### config.mk
export PLATFORM = sky130hd
export DESIGN_NAME = eth_10g_mac_tx_st_splitter_buf
export DESIGN_NICKNAME = d
export VERILOG_FILES = /design/src/rtl/eth_10g_tx_pkg.sv /design/src/rtl/eth_10g_st_hold_slot.sv /design/src/rtl/eth_10g_mac_tx_st_splitter_buf.sv
export SDC_FILE = /design/constraint.sdc
export NUM_CORES = 1
export LEC_CHECK = 0
export BUFFER_PORTS_ARGS = -buffer_cell sky130_fd_sc_hd__clkbuf_2
export CAP_MARGIN = 40
export CORE_MARGIN = 2
export CORE_UTILIZATION = 50
export CTS_CLUSTER_SIZE = 12
export DETAILED_ROUTE_END_ITERATION = 6
export PLACE_DENSITY = 0.8
export RECOVER_POWER = 100
export SLEW_MARGIN = 15
export SYNTH_ARGS = -nofsm -noshare
export SYNTH_HDL_FRONTEND = slang
export SYNTH_HIERARCHICAL = 1
export SYNTH_SLANG_ARGS = --single-unit
### constraint.sdc
create_clock -name clk -period 2.6 [get_ports clk]
set_input_delay 0.52 -clock clk [delete_from_list [all_inputs] [get_ports clk]]
set_output_delay 0.52 -clock clk [all_outputs]
set_load 0.02 [all_outputs]
### src/rtl/eth_10g_tx_pkg.sv
// Shared constants for the 10G MAC transmit streaming blocks.
// Default widths used by the splitter and its holding slots.
package eth_10g_tx_pkg;
   localparam int DATA_W_DEF = 72;
   localparam int CNT_W_DEF  = 32;
endpackage

### src/rtl/eth_10g_st_hold_slot.sv
// One-entry output holding register: valid flag plus data, driven from Q.
// A reload wins over a drain in the same cycle, so throughput stays 1/cycle.
module eth_10g_st_hold_slot
   import eth_10g_tx_pkg::*;
#(
   parameter int DATA_W = DATA_W_DEF
) (
   input  logic              clk,
   input  logic              reset,
   input  logic              load_i,
   input  logic [DATA_W-1:0] load_data_i,
   input  logic              ready_i,
   output logic              free_o,
   output logic              valid_o,
   output logic [DATA_W-1:0] data_o
);

   logic              valid_q, valid_d;
   logic [DATA_W-1:0] data_q, data_d;

   always_comb begin
      valid_d = valid_q;
      data_d  = data_q;
      if (load_i) begin
         valid_d = 1'b1;
         data_d  = load_data_i;
      end else if (valid_q && ready_i) begin
         valid_d = 1'b0;
      end
   end

   always_ff @(posedge clk) begin
      if (reset) begin
         valid_q <= 1'b0;
         data_q  <= '0;
      end else begin
         valid_q <= valid_d;
         data_q  <= data_d;
      end
   end

   assign free_o  = !valid_q || ready_i;
   assign valid_o = valid_q;
   assign data_o  = data_q;

endmodule

### src/rtl/eth_10g_mac_tx_st_splitter_buf.sv
// Registered 1-to-2 stream splitter; the secondary sink is optional via out1_en.
// Counts accepted beats and upstream stall cycles.
module eth_10g_mac_tx_st_splitter_buf
   import eth_10g_tx_pkg::*;
#(
   parameter int DATA_W = DATA_W_DEF,
   parameter int CNT_W  = CNT_W_DEF
) (
   input  logic              clk,
   input  logic              reset,
   input  logic [DATA_W-1:0] in_data,
   input  logic              in_valid,
   output logic              in_ready,
   output logic [DATA_W-1:0] out0_data,
   output logic              out0_valid,
   input  logic              out0_ready,
   output logic [DATA_W-1:0] out1_data,
   output logic              out1_valid,
   input  logic              out1_ready,
   input  logic              out1_en,
   output logic [CNT_W-1:0]  beat_count,
   output logic [CNT_W-1:0]  stall_count
);

   localparam logic [CNT_W-1:0] ONE = 1;

   logic             free0, free1;
   logic             accept;
   logic [CNT_W-1:0] beat_q, beat_d;
   logic [CNT_W-1:0] stall_q, stall_d;

   // A disabled secondary sink never back-pressures, even if it still drains.
   assign in_ready = !reset && free0 && (free1 || !out1_en);
   assign accept   = in_valid && in_ready;

   eth_10g_st_hold_slot #(.DATA_W(DATA_W)) u_slot0 (
      .clk         (clk),
      .reset       (reset),
      .load_i      (accept),
      .load_data_i (in_data),
      .ready_i     (out0_ready),
      .free_o      (free0),
      .valid_o     (out0_valid),
      .data_o      (out0_data)
   );

   eth_10g_st_hold_slot #(.DATA_W(DATA_W)) u_slot1 (
      .clk         (clk),
      .reset       (reset),
      .load_i      (accept && out1_en),
      .load_data_i (in_data),
      .ready_i     (out1_ready),
      .free_o      (free1),
      .valid_o     (out1_valid),
      .data_o      (out1_data)
   );

   always_comb begin
      beat_d  = beat_q;
      stall_d = stall_q;
      if (accept)
         beat_d = beat_q + ONE;
      if (in_valid && !in_ready)
         stall_d = stall_q + ONE;
   end

   always_ff @(posedge clk) begin
      if (reset) begin
         beat_q  <= '0;
         stall_q <= '0;
      end else begin
         beat_q  <= beat_d;
         stall_q <= stall_d;
      end
   end

   assign beat_count  = beat_q;
   assign stall_count = stall_q;

endmodule
==> flow_summary.yaml, run 1 <==
clock_network:
  cts_resized: 0
  path_clk_slew_ns: 0.06
  cts-buffers-inserted: 23
  htreeDepth: 1
  cts_root_buf: "clkbuf_16"
  cts.sinks: 210
  post-cts-setup-buffers: 0
  clockBufferDepth: 3
  cts_tree: "yes"
  clock_latency_ns: 0.51
  cts_hold_buf: 0
run_status:
  status: "finished clean"
critical_path:
  crit_chain: "nand2b_1, nand2b_1, or3_1, or4_1, or3_1, a21oi_1"
  arrival_ns: 2.81
  crit_type: "register to register"
  r2r_slack_ns: 0.22
  critPathRequiredTime_ns: 3.03
  cp_slowest_cell: "or4_1"
  critPathLaunchType: "register"
  endpoint_kind: "register"
  crit_path_max_fanout: 9
  cp_slowest_stage_delay_ns: 0.68
power_and_ir_drop:
  power_density_mw_per_mm2: 686.6
  ir_worst_vdd_mv: 0.4328
  power.switching_mw: 1.688
  netSwitchingFraction_pct: 24.37
  clkPwrFrac_pct: 42.6
  p_int_mw: 5.237
  combinationalPowerShare_pct: 8.7
  seqPwrFrac_pct: 48.7
  leakage_nw: 3.681
floorplan:
  io_pins: 289
  die_w_um: 132.9
  dieArea_mm2: 0.01766
  die_height_um: 132.9
  rows: 47
  initial_core_util_pct: 50.62
  core_mm2: 0.01641
timing:
  final-hold-violation-count: 0
  skew_ns: 0.007192
  whs_ns: 0.2625
  grt_setup_unrepaired: "no"
  final.setup.worst_slack_ns: 0.2200
  fin_crit_sh_pct: 91.54
  max_freq_mhz: 420.2
  fin_crit_ns: 2.380
  tightest_slew_ns: 1.029
  slew_headroom_pct: 31.38
  final_max_slew_viol_count: 0
  setup_violations: 0
synth:
  synth_seq_cells: 210
  synth_edf_count: 0
  yosysUniqueCellTypes: 37
  ys_seq_area_share_pct: 50.62
  synth.area.top_cells: "dfxtp_1 (51%), mux2i_1 (17%), nor2_1 (8.9%)"
  synth_async_sr_flop_share_pct: 0
  synth_nets: 905
  syn_area_mm2: 0.008305
  synth_area_leader_cell: "dfxtp_1"
  synth_flop_cell: "dfxtp_1"
  synth_top_area_share_pct: 50.62
  avgSynthCellArea_um2: 10.07
  synthCells: 825
  ys.warnings.count: 6
drt:
  drt_iter0_markers: 316
  route.final.wire_length_mm: 20.50
  vias: 6867
  wire_per_inst_um: 15.35
  drc: 0
  antenna_left: 0
  firstDrtPassIters: 4
  via_per_inst: 5.140
layout:
  fillers: 1493
  seq_area_mm2: 0.004204
  multi_input_area_mm2: 0.003593
  fin_area_mm2: 0.01009
  utilization_pct: 61.47
  antenna_cells: 0
  fin_nets: 1184
  drive_gt1_share_pct: 10.84
  syn2layout_area_growth_pct: 21.44
global_routing:
  grt_use_total_pct: 21.93
  grt_pass1_wl_mm: 32.39
  grt_overflow: 0
  grt_pass1_vias: 6384
  antenna_found_initial: 0
  grt_max_degree: 211
place:
  io_buffers: 288
  hpwl_mm: 14.07
  gp_congestion: 0.8159
  preCtsSetupSlack_ns: -0.04198
  placed_area_mm2: 0.009764
job:
  cap_viol_max_count: 0
min_path:
  hold_class: "input port to register"
-- flip-flops by register name, summed over array words and instances (netlist names) --
name	count
u_slot0/valid_o	1
beat_count	32
stall_count	32
u_slot1/valid_o	1
u_slot1/data_o	72
u_slot0/data_o	72
-- routing by layer --
metal  vias to the layer above  share of wire (%)  GRT usage [%]
met2                       257                 47          37.31
met5                         -                  0              0
met4                         0                2.7          6.930
li1                       3354                  -              -
met3                        41                7.3          5.019
met1                      3215                 43          27.69
-- placed cells by master, fill, tap and decap left out, types with 5 or more instances in the layout --
cell	instances
and4_1	10
xor2_1	14
a21oi_1	15
clkbuf_16	23
nor4_1	10
xnor2_1	35
inv_1	7
nor2_1	198
nand3_1	19
clkinv_2	5
nor3_1	16
dfxtp_1	210
clkbuf_2	76
clkbuf_1	222
nand2_1	23
or3_1	17
mux2i_1	145
o21ai_0	14
nand4_1	17
-- final timing paths --
| path | endpoint | from | depth (start not counted) |
|---|---|---|---|
| max reg2reg | beat_count[31]$_SDFFE_PP0P_ | u_slot0/valid_o$_SDFFE_PP0P_ | 6 |
| max | beat_count[31]$_SDFFE_PP0P_ | u_slot0/valid_o$_SDFFE_PP0P_ | 6 |
| min | u_slot1/data_o[48]$_SDFFE_PP0P_ | in_data[48] | 3 |
| min reg2reg | beat_count[31]$_SDFFE_PP0P_ | beat_count[31]$_SDFFE_PP0P_ | 2 |
-- Yosys cell counts (3+ instances only) --
| library cell | count |
|---|---|
| and3_1 | 3 |
| nor3_1 | 16 |
| nand2_1 | 23 |
| inv_1 | 8 |
| xor2_1 | 14 |
| nor2_1 | 198 |
| nor4b_1 | 3 |
| nand3_1 | 19 |
| dfxtp_1 | 210 |
| a21oi_1 | 15 |
| and4_1 | 10 |
| buf_12 | 16 |
| nand4_1 | 17 |
| o21ai_0 | 13 |
| clkbuf_1 | 26 |
| xnor2_1 | 35 |
| nor4_1 | 10 |
| or3_1 | 16 |
| buf_2 | 6 |
| mux2i_1 | 145 |
| nor2b_1 | 3 |
-- stage by stage --
| stage | TNS (ns) | power (mW) | instances |
|---|---|---|---|
| 2_1_floorplan | 0 | 3.872 | 825 |
| 3_3_place_gp | -0.01278 | 4.065 | 1299 |
| 3_5_place_dp | -0.06065 | 4.080 | 1299 |
| 4_1_cts | 0 | 7.036 | 1336 |
| 5_1_grt | 0 | 7.183 | 1336 |
| 6_report | 0 | 6.925 | 1336 |
-- layout make-up --
cell class              instances  share of cell area (%)
flip-flops and latches        210                   41.68
multi-input cells             558                   35.63
repair buffers                303                   12.85
clock buffers                  30                   6.265
well taps                     220                   2.729
clock inverters                 7                  0.5210
inverters                       8                  0.3225
-- critical path, delay by kind of cell, from the launching register on --
family	cells	cell delay, ns
flops	1	0.32
simple gates	5	1.86
compound gates	1	0.14
-- cells by family after synthesis --
logic type | count (synthesis) | synth area share (%)
AOI/OAI and AO/OA | 34 | 2.335
adders and majority gates | 2 | 0.3012
xor gates and xnor gates | 49 | 5.167
buffers and inverters | 57 | 5.890
DFF | 210 | 50.62
and+or+nand+nor | 328 | 18.21
muxes | 145 | 17.48
-- power groups by stage --
stage	clock, mW	sequential, mW	combinational, mW
2_1_floorplan	0	3.56	0.312
3_3_place_gp	0	3.44	0.628
3_5_place_dp	0	3.44	0.639
4_1_cts	3.02	3.37	0.643
5_1_grt	3.15	3.38	0.649
6_report	2.95	3.37	0.602
Power figures use the tool's default switching activity.
==> inputs of run 2 (changes only) <==
- BUFFER_PORTS_ARGS: -buffer_cell sky130_fd_sc_hd__clkbuf_2 -> -buffer_cell sky130_fd_sc_hd__buf_2
==> run 2 against run 1 <==
Against the previous run: worst hold slack better by 0.0076 ns; worst setup slack better by 0.0022 ns; flip-flop and latch count unchanged; critical path depth is the same; via count decreased by 0.33%; fmax about the same; first-iteration DRC count up 20%; final area grew 1.3%; global-route usage barely moved; non-clock buffer count grew 5; utilization is 0.82 points higher; highest routed layer is now met5.
==> flow_summary.yaml, run 2 (synthesized netlist as in run 1, its figures left out) <==
job:
  cap_viol_max_count: 0
min_path:
  hold_class: "input port to register"
  hold_depth: 3
  whs_endpoint: "u_slot0/data_o[54]$_SDFFE_PP0P_"
  hp-start: "in_data[54]"
critical_path:
  r2r_cells: 6
  endpoint_kind: "register"
  critPathRequiredTime_ns: 3.01
  arrival_ns: 2.79
  critPathLaunchType: "register"
  r2r-start: "u_slot0/valid_o$_SDFFE_PP0P_"
  cp_slowest_cell: "or4_1"
  r2r_slack_ns: 0.22
  crit_type: "register to register"
  crit_chain: "nand2b_1, nand2b_1, or3_1, or4_1, or3_1, a21oi_1"
  cp_slowest_stage_delay_ns: 0.69
  worstReg2RegEnd: "beat_count[31]$_SDFFE_PP0P_"
  crit_path_max_fanout: 9
clock_network:
  htreeDepth: 1
  cts_hold_buf: 0
  cts_resized: 0
  cts-buffers-inserted: 23
  cts_tree: "yes"
  path_clk_slew_ns: 0.06
  clock_latency_ns: 0.49
  clockBufferDepth: 3
  cts_root_buf: "clkbuf_16"
  post-cts-setup-buffers: 0
  cts.sinks: 210
global_routing:
  grt_pass1_wl_mm: 32.26
  antenna_found_initial: 1
  met1_usage_pct: 28.30
  use_met3_pct: 4.866
  busiest_layer: "met2"
  use_met2_pct: 36.76
  grt_overflow: 0
  grt_use_total_pct: 21.95
  grt_max_degree: 211
  grt_pass1_vias: 6284
layout:
  antenna_cells: 0
  syn2layout_area_growth_pct: 23.05
  fin_nets: 1189
  instances_no_fill: 1344
  final_cell_mix: "clkbuf_1 (227), dfxtp_1 (210), nor2_1 (198)"
  final_common_cell: "clkbuf_1"
  drive_gt1_share_pct: 11.12
power_and_ir_drop:
  ir_worst_vdd_mv: 0.4471
  leakage_nw: 3.718
  power_mw: 7.095
  power_density_mw_per_mm2: 694.3
place:
  dp_cells: 1304
  io_buffers: 288
  gp_congestion: 0.8210
  hpwl_mm: 14.34
timing:
  slew_headroom_pct: 35.46
  grt_setup_unrepaired: "no"
  fin_crit_ns: 2.378
  fin_crit_sh_pct: 91.45
  skew_ns: 0.008717
  setup_violations: 0
  tightest_slew_ns: 0.9680
  final-hold-violation-count: 0
  finalSetupTns_ns: 0
  max_freq_mhz: 420.6
  final_max_slew_viol_count: 0
run_status:
  status: "finished clean"
floorplan:
  rows: 47
  initial_core_util_pct: 50.62
  io_pins: 289
  dieArea_mm2: 0.01766
  core_mm2: 0.01641
  die_w_um: 132.9
  die_height_um: 132.9
drt:
  route.final.wire_length_mm: 20.76
  wire_per_inst_um: 15.45
  drt_iter0_markers: 379
  via_per_inst: 5.092
  antenna_left: 0
  drc: 0
  vias: 6844
  firstDrtPassIters: 5
run 2: through the flow:
step / hold WS (ns) / utilization [%] / area [um^2] / worst slack (ns)
6_report: 0.2701 / 62.29 / 10220 / 0.2223
5_1_grt: 0.2672 / 62.29 / 10220 / 0.09331
4_1_cts: 0.2528 / 64.32 / 10550 / 0.2975
3_5_place_dp: 0.4747 / 59.89 / 9827 / -0.02624
3_3_place_gp: 0.4670 / 59.89 / 9827 / -0.004266
2_1_floorplan: 0.5576 / - / 8305 / 0.2056
run 2: worst max-delay path by stage:
stage                                  from                     endpoint  slack (ns)
2_1_floorplan                    out1_ready  beat_count[31]$_SDFFE_PP0P_        0.21
3_3_place_gp                     out0_ready  beat_count[31]$_SDFFE_PP0P_      -0.004
3_5_place_dp                     out0_ready  beat_count[31]$_SDFFE_PP0P_       -0.03
4_1_cts        u_slot0/valid_o$_SDFFE_PP0P_  beat_count[31]$_SDFFE_PP0P_        0.30
5_1_grt        u_slot0/valid_o$_SDFFE_PP0P_  beat_count[31]$_SDFFE_PP0P_        0.09
6_report       u_slot0/valid_o$_SDFFE_PP0P_  beat_count[31]$_SDFFE_PP0P_        0.22
run 2: layout make-up:
type,count,area [um^2]
well taps,220,275.3
inverters,8,32.53
multi-input cells,558,3595
repair buffers,308,1388
clock inverters,3,47.55
fillers,1462,6187
flip-flops and latches,210,4204
clock buffers,37,678.2
run 2: metal layers:
layer	vias to the layer above	share of wire, %
met1	3191	43
met5	-	0.063
li1	3358	-
met3	41	7.5
met4	2	2.3
met2	252	47
run 2: critical path, delay by kind of cell (launching register included):
kind            cells  cell delay, ns
simple gates        5            1.86
flops               1            0.31
compound gates      1            0.14
run 2: report_power, final:
| part | internal (mW) | switching (mW) | total, mW |
|---|---|---|---|
| clock | 1.88 | 1.23 | 3.11 |
| combinational | 0.222 | 0.391 | 0.613 |
| sequential | 3.32 | 0.0531 | 3.37 |
| total | 5.42 | 1.68 | 7.10 |
